### config.mk
export PLATFORM = sky130hd
export DESIGN_NAME = alu_issue_sched
export DESIGN_NICKNAME = d
export VERILOG_FILES = /design/src/rtl/alu_issue_sched.sv
export SDC_FILE = /design/constraint.sdc
export NUM_CORES = 2
export LEC_CHECK = 0
export BUFFER_PORTS_ARGS = -buffer_cell sky130_fd_sc_hd__buf_4
export CAP_MARGIN = 5
export CORE_ASPECT_RATIO = 0.7
export CORE_UTILIZATION = 49
export CTS_CLUSTER_DIAMETER = 50
export CTS_CLUSTER_SIZE = 16
export DETAILED_ROUTE_END_ITERATION = 7
export PLACE_DENSITY_LB_ADDON = 0.05
export SKIP_LAST_GASP = 1
export SLEW_MARGIN = 20
export SYNTH_ARGS = -nofsm -noshare
export SYNTH_HDL_FRONTEND = slang
export SYNTH_SLANG_ARGS = --single-unit
### constraint.sdc
create_clock -name clk_in -period 4.15 [get_ports clk_in]
set_clock_uncertainty 0.05 [all_clocks]
set_input_delay 0.83 -clock clk_in [delete_from_list [all_inputs] [get_ports clk_in]]
set_output_delay 0.83 -clock clk_in [all_outputs]
set_load 0.01 [all_outputs]
### src/rtl/alu_issue_sched.sv
// Issue scheduler between the reservation station and the single-cycle ALU.
// Define AGE_PRIORITY_EN to make selection oldest-ready-first instead of lowest-index-first.
module alu_issue_sched #(
  parameter int ROB_WIDTH = 4,
  parameter int RS_WIDTH  = 3,
  parameter int RS_DEPTH  = 8
) (
  input  logic                 clk_in,
  input  logic                 rst_n_in,
  input  logic                 rdy_in,
  input  logic                 clear_signal,
  input  logic                 in_valid,
  input  logic [3:0]           in_opcode,
  input  logic [31:0]          in_lhs_val,
  input  logic [31:0]          in_rhs_val,
  input  logic                 in_lhs_rdy,
  input  logic                 in_rhs_rdy,
  input  logic [ROB_WIDTH-1:0] in_lhs_tag,
  input  logic [ROB_WIDTH-1:0] in_rhs_tag,
  input  logic [ROB_WIDTH-1:0] in_tag,
  output logic                 in_full,
  input  logic                 alu_done,
  input  logic [31:0]          alu_value,
  input  logic [ROB_WIDTH-1:0] alu_tag,
  input  logic                 lsb_done,
  input  logic [31:0]          lsb_value,
  input  logic [ROB_WIDTH-1:0] lsb_tag,
  output logic                 cal_signal,
  output logic [3:0]           opcode,
  output logic [31:0]          lhs,
  output logic [31:0]          rhs,
  output logic [ROB_WIDTH-1:0] tag
);

  typedef struct packed {
    logic        rdy;
    logic [31:0] val;
  } opnd_t;

  // ALU broadcast is checked first so it wins when both buses carry the tag.
  function automatic opnd_t snoop(input logic rdy, input logic [31:0] val,
                                  input logic [ROB_WIDTH-1:0] tg,
                                  input logic a_done, input logic [ROB_WIDTH-1:0] a_tag,
                                  input logic [31:0] a_val,
                                  input logic l_done, input logic [ROB_WIDTH-1:0] l_tag,
                                  input logic [31:0] l_val);
    opnd_t o;
    if (rdy) begin
      o = {1'b1, val};
    end else if (a_done && (a_tag == tg)) begin
      o = {1'b1, a_val};
    end else if (l_done && (l_tag == tg)) begin
      o = {1'b1, l_val};
    end else begin
      o = {1'b0, val};
    end
    return o;
  endfunction

  logic [RS_DEPTH-1:0]  valid_r;
  logic [RS_DEPTH-1:0]  lrdy_r;
  logic [RS_DEPTH-1:0]  rrdy_r;
  logic [3:0]           opcode_r [RS_DEPTH];
  logic [ROB_WIDTH-1:0] dtag_r   [RS_DEPTH];
  logic [31:0]          lval_r   [RS_DEPTH];
  logic [31:0]          rval_r   [RS_DEPTH];
  logic [ROB_WIDTH-1:0] ltag_r   [RS_DEPTH];
  logic [ROB_WIDTH-1:0] rtag_r   [RS_DEPTH];
`ifdef AGE_PRIORITY_EN
  localparam logic [RS_WIDTH-1:0] AGE_MAX = RS_WIDTH'(RS_DEPTH - 1);
  logic [RS_WIDTH-1:0]  age_r    [RS_DEPTH];
  logic [RS_WIDTH-1:0]  sel_age_s;
`endif

  logic [RS_WIDTH:0]    count_s;
  logic                 free_found_s;
  logic [RS_WIDTH-1:0]  free_idx_s;
  logic                 sel_found_s;
  logic [RS_WIDTH-1:0]  sel_idx_s;
  logic                 enq_s;
  opnd_t                lwk_s [RS_DEPTH];
  opnd_t                rwk_s [RS_DEPTH];
  opnd_t                enq_l_s;
  opnd_t                enq_r_s;

  // Occupancy, free-slot search, ready selection and operand snooping from registered state.
  always_comb begin
    count_s      = '0;
    free_found_s = 1'b0;
    free_idx_s   = '0;
    sel_found_s  = 1'b0;
    sel_idx_s    = '0;
`ifdef AGE_PRIORITY_EN
    sel_age_s    = '0;
`endif
    for (int i = 0; i < RS_DEPTH; i++) begin
      count_s = count_s + (RS_WIDTH + 1)'(valid_r[i]);
      if (!valid_r[i] && !free_found_s) begin
        free_found_s = 1'b1;
        free_idx_s   = RS_WIDTH'(i);
      end
`ifdef AGE_PRIORITY_EN
      if (valid_r[i] && lrdy_r[i] && rrdy_r[i] && (!sel_found_s || (age_r[i] > sel_age_s))) begin
        sel_found_s = 1'b1;
        sel_idx_s   = RS_WIDTH'(i);
        sel_age_s   = age_r[i];
      end
`else
      if (valid_r[i] && lrdy_r[i] && rrdy_r[i] && !sel_found_s) begin
        sel_found_s = 1'b1;
        sel_idx_s   = RS_WIDTH'(i);
      end
`endif
      lwk_s[i] = snoop(lrdy_r[i], lval_r[i], ltag_r[i], alu_done, alu_tag, alu_value,
                       lsb_done, lsb_tag, lsb_value);
      rwk_s[i] = snoop(rrdy_r[i], rval_r[i], rtag_r[i], alu_done, alu_tag, alu_value,
                       lsb_done, lsb_tag, lsb_value);
    end
    enq_l_s = snoop(in_lhs_rdy, in_lhs_val, in_lhs_tag, alu_done, alu_tag, alu_value,
                    lsb_done, lsb_tag, lsb_value);
    enq_r_s = snoop(in_rhs_rdy, in_rhs_val, in_rhs_tag, alu_done, alu_tag, alu_value,
                    lsb_done, lsb_tag, lsb_value);
    in_full = (count_s == (RS_WIDTH + 1)'(RS_DEPTH));
    enq_s   = in_valid && !in_full && !clear_signal && free_found_s;
  end

  // Entry storage, wakeup, enqueue and registered issue outputs.
  always_ff @(posedge clk_in or negedge rst_n_in) begin
    if (!rst_n_in) begin
      valid_r    <= '0;
      lrdy_r     <= '0;
      rrdy_r     <= '0;
      cal_signal <= 1'b0;
      opcode     <= 4'd0;
      lhs        <= 32'd0;
      rhs        <= 32'd0;
      tag        <= '0;
      for (int i = 0; i < RS_DEPTH; i++) begin
        opcode_r[i] <= 4'd0;
        dtag_r[i]   <= '0;
        lval_r[i]   <= 32'd0;
        rval_r[i]   <= 32'd0;
        ltag_r[i]   <= '0;
        rtag_r[i]   <= '0;
`ifdef AGE_PRIORITY_EN
        age_r[i]    <= '0;
`endif
      end
    end else if (rdy_in) begin
      if (clear_signal) begin
        valid_r    <= '0;
        cal_signal <= 1'b0;
      end else begin
        for (int i = 0; i < RS_DEPTH; i++) begin
          if (valid_r[i]) begin
            lrdy_r[i] <= lwk_s[i].rdy;
            lval_r[i] <= lwk_s[i].val;
            rrdy_r[i] <= rwk_s[i].rdy;
            rval_r[i] <= rwk_s[i].val;
`ifdef AGE_PRIORITY_EN
            if (enq_s && (age_r[i] != AGE_MAX)) begin
              age_r[i] <= age_r[i] + 1'b1;
            end
`endif
          end
        end
        if (sel_found_s) begin
          cal_signal          <= 1'b1;
          opcode              <= opcode_r[sel_idx_s];
          lhs                 <= lval_r[sel_idx_s];
          rhs                 <= rval_r[sel_idx_s];
          tag                 <= dtag_r[sel_idx_s];
          valid_r[sel_idx_s]  <= 1'b0;
        end else begin
          cal_signal <= 1'b0;
        end
        // The free slot is invalid pre-edge, so it never collides with the issued slot.
        if (enq_s) begin
          valid_r[free_idx_s]  <= 1'b1;
          opcode_r[free_idx_s] <= in_opcode;
          dtag_r[free_idx_s]   <= in_tag;
          lrdy_r[free_idx_s]   <= enq_l_s.rdy;
          lval_r[free_idx_s]   <= enq_l_s.val;
          ltag_r[free_idx_s]   <= in_lhs_tag;
          rrdy_r[free_idx_s]   <= enq_r_s.rdy;
          rval_r[free_idx_s]   <= enq_r_s.val;
          rtag_r[free_idx_s]   <= in_rhs_tag;
`ifdef AGE_PRIORITY_EN
          age_r[free_idx_s]    <= '0;
`endif
        end
      end
    end
  end

endmodule

After elaboration in Yosys (flattened, before gate mapping)

Index checks and enable logic that the tools add are counted.

Input bits: 161
Output and inout bits: 74
Logic and storage cells: 429
Register bits after elaboration: 737

Bitwise operators: 6
Multiplexer cells: 219
Eq/ne operators: 37
Reductions and logical operators: 97
$add $sub $neg: 7
Order comparisons: 7

Operators with widths:

| operator                                                   | number |
|---|---|
| two-way mux 33 bit                                         | 54 |
| two-way mux 32 bit                                         | 53 |
| bitwise mux 256 bit                                        | 2 |
| two-way mux 256 bit                                        | 2 |
| binary-select mux 32 bit (select 3 bit)                    | 2 |
| == test 4 bit                                              | 36 |
| bitwise mux 32 bit                                         | 4 |
| demux 32 bit (select 3 bit)                                | 1 |
| logical AND 1 bit                                          | 72 |
| two-way mux 1 bit                                          | 70 |
| two-way mux 8 bit                                          | 7 |
| two-way mux 3 bit                                          | 12 |
| binary-select mux 4 bit (select 3 bit)                     | 2 |
| zero test 1 bit                                            | 22 |
| two-way mux 4 bit                                          | 5 |
| adder 4 x 1 -> 4 bit                                       | 4 |
| bitwise mux 8 bit                                          | 2 |
| demux 4 bit (select 3 bit)                                 | 1 |
| bitwise AND 8 bit                                          | 1 |
| >= comparator 4 bit, second input constant                 | 2 |
| less-than comparator 3 x 4 -> 1 bit, second input constant | 2 |
| inverter 3 -> 4 bit                                        | 2 |
| inverter 8 bit                                             | 1 |
| OR 8 bit                                                   | 1 |
| other kinds (10)                                           | 13 |

Logic depth before layout (Yosys ltp)

Depth in word-level cells: 36
Depth in mapped cells: 17
Mapped depth without buffers: 14

Worst setup path before layout

No wires, ideal clock.

Kind: register to register
Start: register valid_r[0]
End: register rval_r[153] (netlist name)
Setup slack: -438 ps
Cell stages (with the launch flop): 17
Data required time: 3926 ps
Arrival: 4364 ps
Buffers on the path: 3
Setup time: 174 ps
Path through: dfrtp_1 -> fa_1 -> inv_1 -> fa_1 -> fa_1 -> inv_1 -> ha_1 -> inv_1 -> fa_1 -> nand4bb_1 -> o21a_1 -> buf_2 -> nand4_1 -> nor2_1 -> clkbuf_1 -> clkbuf_1 -> a221oi_1

Cells in the longest elaborated chain, start to end: 27
Elaborated cells between the ends (all ways): 48
Classes of those cells: add/sub: 7; order compare: 2; eq/ne: 1; mux: 19; bitwise: 1; reduce/logical: 18

RTL lines:

| element                                                       | line | text |
|---|---|---|
| start: declaration                                            | 60   | `logic [RS_DEPTH-1:0] valid_r;` |
| start signal: assignment                                      | 130  | `valid_r <= '0;` |
| start signal: assignment                                      | 151  | `valid_r <= '0;` |
| start signal: indexed assignment                              | 173  | `valid_r[sel_idx_s] <= 1'b0;` |
| branches (longest 26 deep; another with adder 3 x 1 -> 4 bit) | --   |  |
| two-way mux 256 bit *                                         | 178  | `if (enq_s) begin` |
| end signal: indexed assignment                                | 159  | `rval_r[i] <= rwk_s[i].val;` |
| end signal: indexed assignment                                | 186  | `rval_r[free_idx_s] <= enq_r_s.val;` |
| end: declaration                                              | 66   | `logic [31:0] rval_r [RS_DEPTH];` |

Mark *: on every way between the ends.
A chain may end at the register's enable or synchronous reset.

Final worst setup path

Start: register valid_r[1]
End: output in_full

Cells in the longest elaborated chain, start to end: 8

RTL lines:

| element                           | line | text |
|---|---|---|
| adder 1 x 1 -> 2 bit              | 97   | `count_s = count_s + (RS_WIDTH + 1)'(valid_r[i]);` |
| adder 2 x 1 -> 3 bit              | 97   |  |
| adder 3 x 1 -> 4 bit              | 97   |  |
| adder 4 x 1 -> 4 bit (4 in a row) | 97   |  |
| == test 4 bit                     | 123  | `in_full = (count_s == (RS_WIDTH + 1)'(RS_DEPTH));` |
| end: declaration                  | 21   | `output logic in_full,` |

No other way between the ends.

==> results.md <==
- CP top delay family: adder cells
- Number of flops mapped to enable cells by yosys: 0
- Die area: 0.0912 sq mm
- Top cells by area, synth: dfrtp_1 42%, mux2i_1 5.7%, nand2_1 5.5%
- DRT Pass-1 Iters: 8
- Main synth FF type: dfrtp_1
- Worst-path clk slew: 0.07 ns
- Crit path DAT: 3.95 ns
- Worst-path fanout max: 2
- Run status: finished with violations
- Unique masters post-synth: 81
- Ys async rst share: 100%
- Row Count: 91
- Ports: 235
- Worst path required time: 3.27 ns
- Hold-fix buffers at CTS: 0
- CP startpoint: valid_r[1]$_DFFE_PN0P_
- GP Congestion: 0.967
- Initial Util: 49.8%
- FF-to-FF Start: valid_r[1]$_DFFE_PN0P_
- Slew @ Worst Pin: 1.29 ns
- Largest net degree at the start of global routing: 100
- Total gr overflow: 0
- Layout cells sized above 1: 27.6%
- Post-Syn Area: 0.0441 sq mm
- Critical path, cell by cell: fa_1 > inv_1 > fa_1 > fa_1 > inv_2 > ha_4 > inv_2 > fa_1 > nand4bb_1 > buf_4 > nor2_4 > buf_6
- Register bit total from synthesis: 737
- Failing checks: design-rule violations, negative setup slack
- Most common cell in the netlist: dfrtp_1
- Endpoints failing hold: 0
- Synth area leader: dfrtp_1
- Peak Freq: 0.207 GHz
- Lkg Pwr: 0.0248 uW
- Final setup fails: 662
- Crit-path slowest cell: fa_1
- CP endpoint kind: output pin
- Core Region: 0.0886 sq mm
- Detail Route Antenna Nets: 0
- Vias per cell: 7.38
- Top cells by count, synth: 737 x dfrtp_1, 646 x nand2_1, 411 x clkbuf_1
- Post-layout util: 65.4%
- Worst Hold Class: in -> async
- VDD IR max: 0.000336 V
- Number of global-route vias before repair: 43,900
- Setup ws final: -0.683 ns
- Area fraction of the dominant cell type after synthesis: 41.8%
- Number of remaining DRC errors: 35
- Synthesis-to-finish area growth: 31.3%
- Total clock buffers created by CTS: 77
- Clk sinks: 737
- WHS: 0.121 ns
- Initial DRC Count: 8,642
- WL/cell: 35.1 microns
- # port buffers: 234
- Global Route Usage Sum: 46.4%
- R2r setup slk: -0.64 ns
- Cells after Synth: 4,826
- Ys Warns: 0
- CP max stage delay: 0.54 ns
- H-tree levels: 3
- Critical path launch point type: flop
- Root buffer selected by CTS: clkbuf_16
- Setup Crit Path Kind: reg -> out
- Power per Cell Area: 386 mW/mm^2
- Tmin final: 4.83 ns
- Sequential area share after synthesis: 41.8%
- RSZ-0062 raised after global routing: true
- Die Width: 361 microns
- Worst Path Buf+Inv: 5
- Tcrit/Tclk final: 116%
- Max-Cap Viols: 0
- Post-place setup slack: -0.458 ns
- Worst skew pair latency: 0.67 ns
- Detailed placer's ending HPWL: 129,000 microns
- Max clock buf depth: 3
- Synthesized Nets: 4,996
- Total wire length: 222,000 microns
- Global-route wire length before repair: 312,000 microns
- Crit path top cell by count: fa_1
- Syn Area/Cell: 9.14 sq um
- TritonCTS clock tree: built
- Via count: 46,600
- Final max-slew violation count: 0
- Die H: 253 microns
- Slew margin rel.: 14.0%
- Initial antenna violation count: 11
- Nets: 5,259
[worst register-to-register path, cell delays in order, from the launching register on]
cell and delay, ns:
dfrtp_2 0.41, fa_1 0.54, inv_1 0.05, fa_1 0.51, fa_1 0.43, inv_2 0.08, ha_4 0.13, inv_2 0.04
fa_1 0.46, nand4bb_1 0.15, buf_4 0.15, buf_6 0.09, o21a_4 0.14, buf_6 0.10, buf_6 0.09, nand2_4 0.06
buf_6 0.13, nor2_4 0.29, clkbuf_16 0.28, buf_12 0.17, nor3_1 0.06, a221oi_1 0.25
[power breakdown]
group          leakage [uW]  internal, uW  switching [uW]
clock               0.00129          4090            3560
sequential          0.00981          8330            1010
combinational        0.0137          2400            2970
[layout make-up]
cell class | count | area, sq um
Fill cell | 7152 | 30700
Multi-Input combinational cell | 3407 | 26200
Sequential cell | 737 | 18400
Timing Repair Buffer | 752 | 8700
Clock buffer | 87 | 2030
Tap cell | 1162 | 1450
Clock inverter | 55 | 632
Inverter | 114 | 428
Antenna cell | 4 | 10.0
[state kept, by name, indices dropped and copies added, names as in the netlist]
name and count:
lval_r 256, rval_r 256, dtag_r 32, lhs 32
ltag_r 32, opcode_r 32, rhs 32, rtag_r 32
lrdy_r 8, rrdy_r 8, valid_r 8, opcode 4
tag 4, cal_signal 1
[metal layers]
metal	vias up	GRT usage [%]	share of wire, %
li1	18800	-	-
met1	23100	63.4	39
met2	3956	63.4	40
met3	730	20.2	16
met4	10	19.3	4.7
met5	-	0.530	0.15
[worst paths after layout]
kind / end / cells after the start
min in group clk_in: dtag_r[25]$_DFFE_PN0P_ / 3
min: rval_r[67]$_DFFE_PN0P_ / 1
min reg2reg: dtag_r[28]$_DFFE_PN0P_ / 2
max: in_full / 12
max in group asynchronous: lval_r[213]$_DFFE_PN0P_ / 2
max reg2reg: lval_r[23]$_DFFE_PN0P_ / 21
[logic make-up (layout without fill, tap and decap cells)]
logic type                 Yosys count  after routing  synth area share (%)
muxes                              342            342                  8.02
other                                0              4                     0
and+or+nand+nor                   1400           1402                  14.2
adders and majority gates            9              9                 0.323
xor gates and xnor gates           144            144                  2.86
AOI/OAI and AO/OA                 1510           1510                  26.6
DFF                                737            737                  41.8
buffers and inverters              684           1008                  6.18
[placed cells by master, fill, tap and decap left out, drive strengths merged, types with 63 or more instances in the layout]
cell / netlist / layout
nor3: 223 / 223
mux2: 92 / 92
mux2i: 250 / 250
o211ai: 151 / 151
a21oi: 113 / 113
a211o: 63 / 63
a22oi: 144 / 144
a221oi: 262 / 262
nand3: 75 / 75
a222oi: 82 / 82
clkbuf: 411 / 107
a221o: 74 / 74
a22o: 64 / 64
a31oi: 66 / 66
nand2: 647 / 647
buf: 159 / 727
inv: 112 / 138
o32ai: 72 / 72
xnor2: 88 / 88
o21ai: 209 / 209
dfrtp: 737 / 737
nor2: 252 / 252
[stage by stage]
stage	TNS [ns]	cells	cell area (sq um)	power, uW
after global routing	-355.52	6316	57900	23000
after detailed placement	-184.38	5995	49500	14000
final	-301.86	6318	57900	22400
after global placement	-157.47	5985	49500	13900
after CTS	-260.81	6267	55900	21800
after floorplan	-17.66	4826	44900	11700
[timing repair]
| item | CTS | global route |
|---|---|---|
| cloned | 55 | 18 |
| resized for setup | 323 | 324 |
| pin swaps | 163 | 139 |
| setup buffers | 81 | 68 |
| setup endpoints to repair | 649 | 665 |
(Power assumes the default switching activity.)
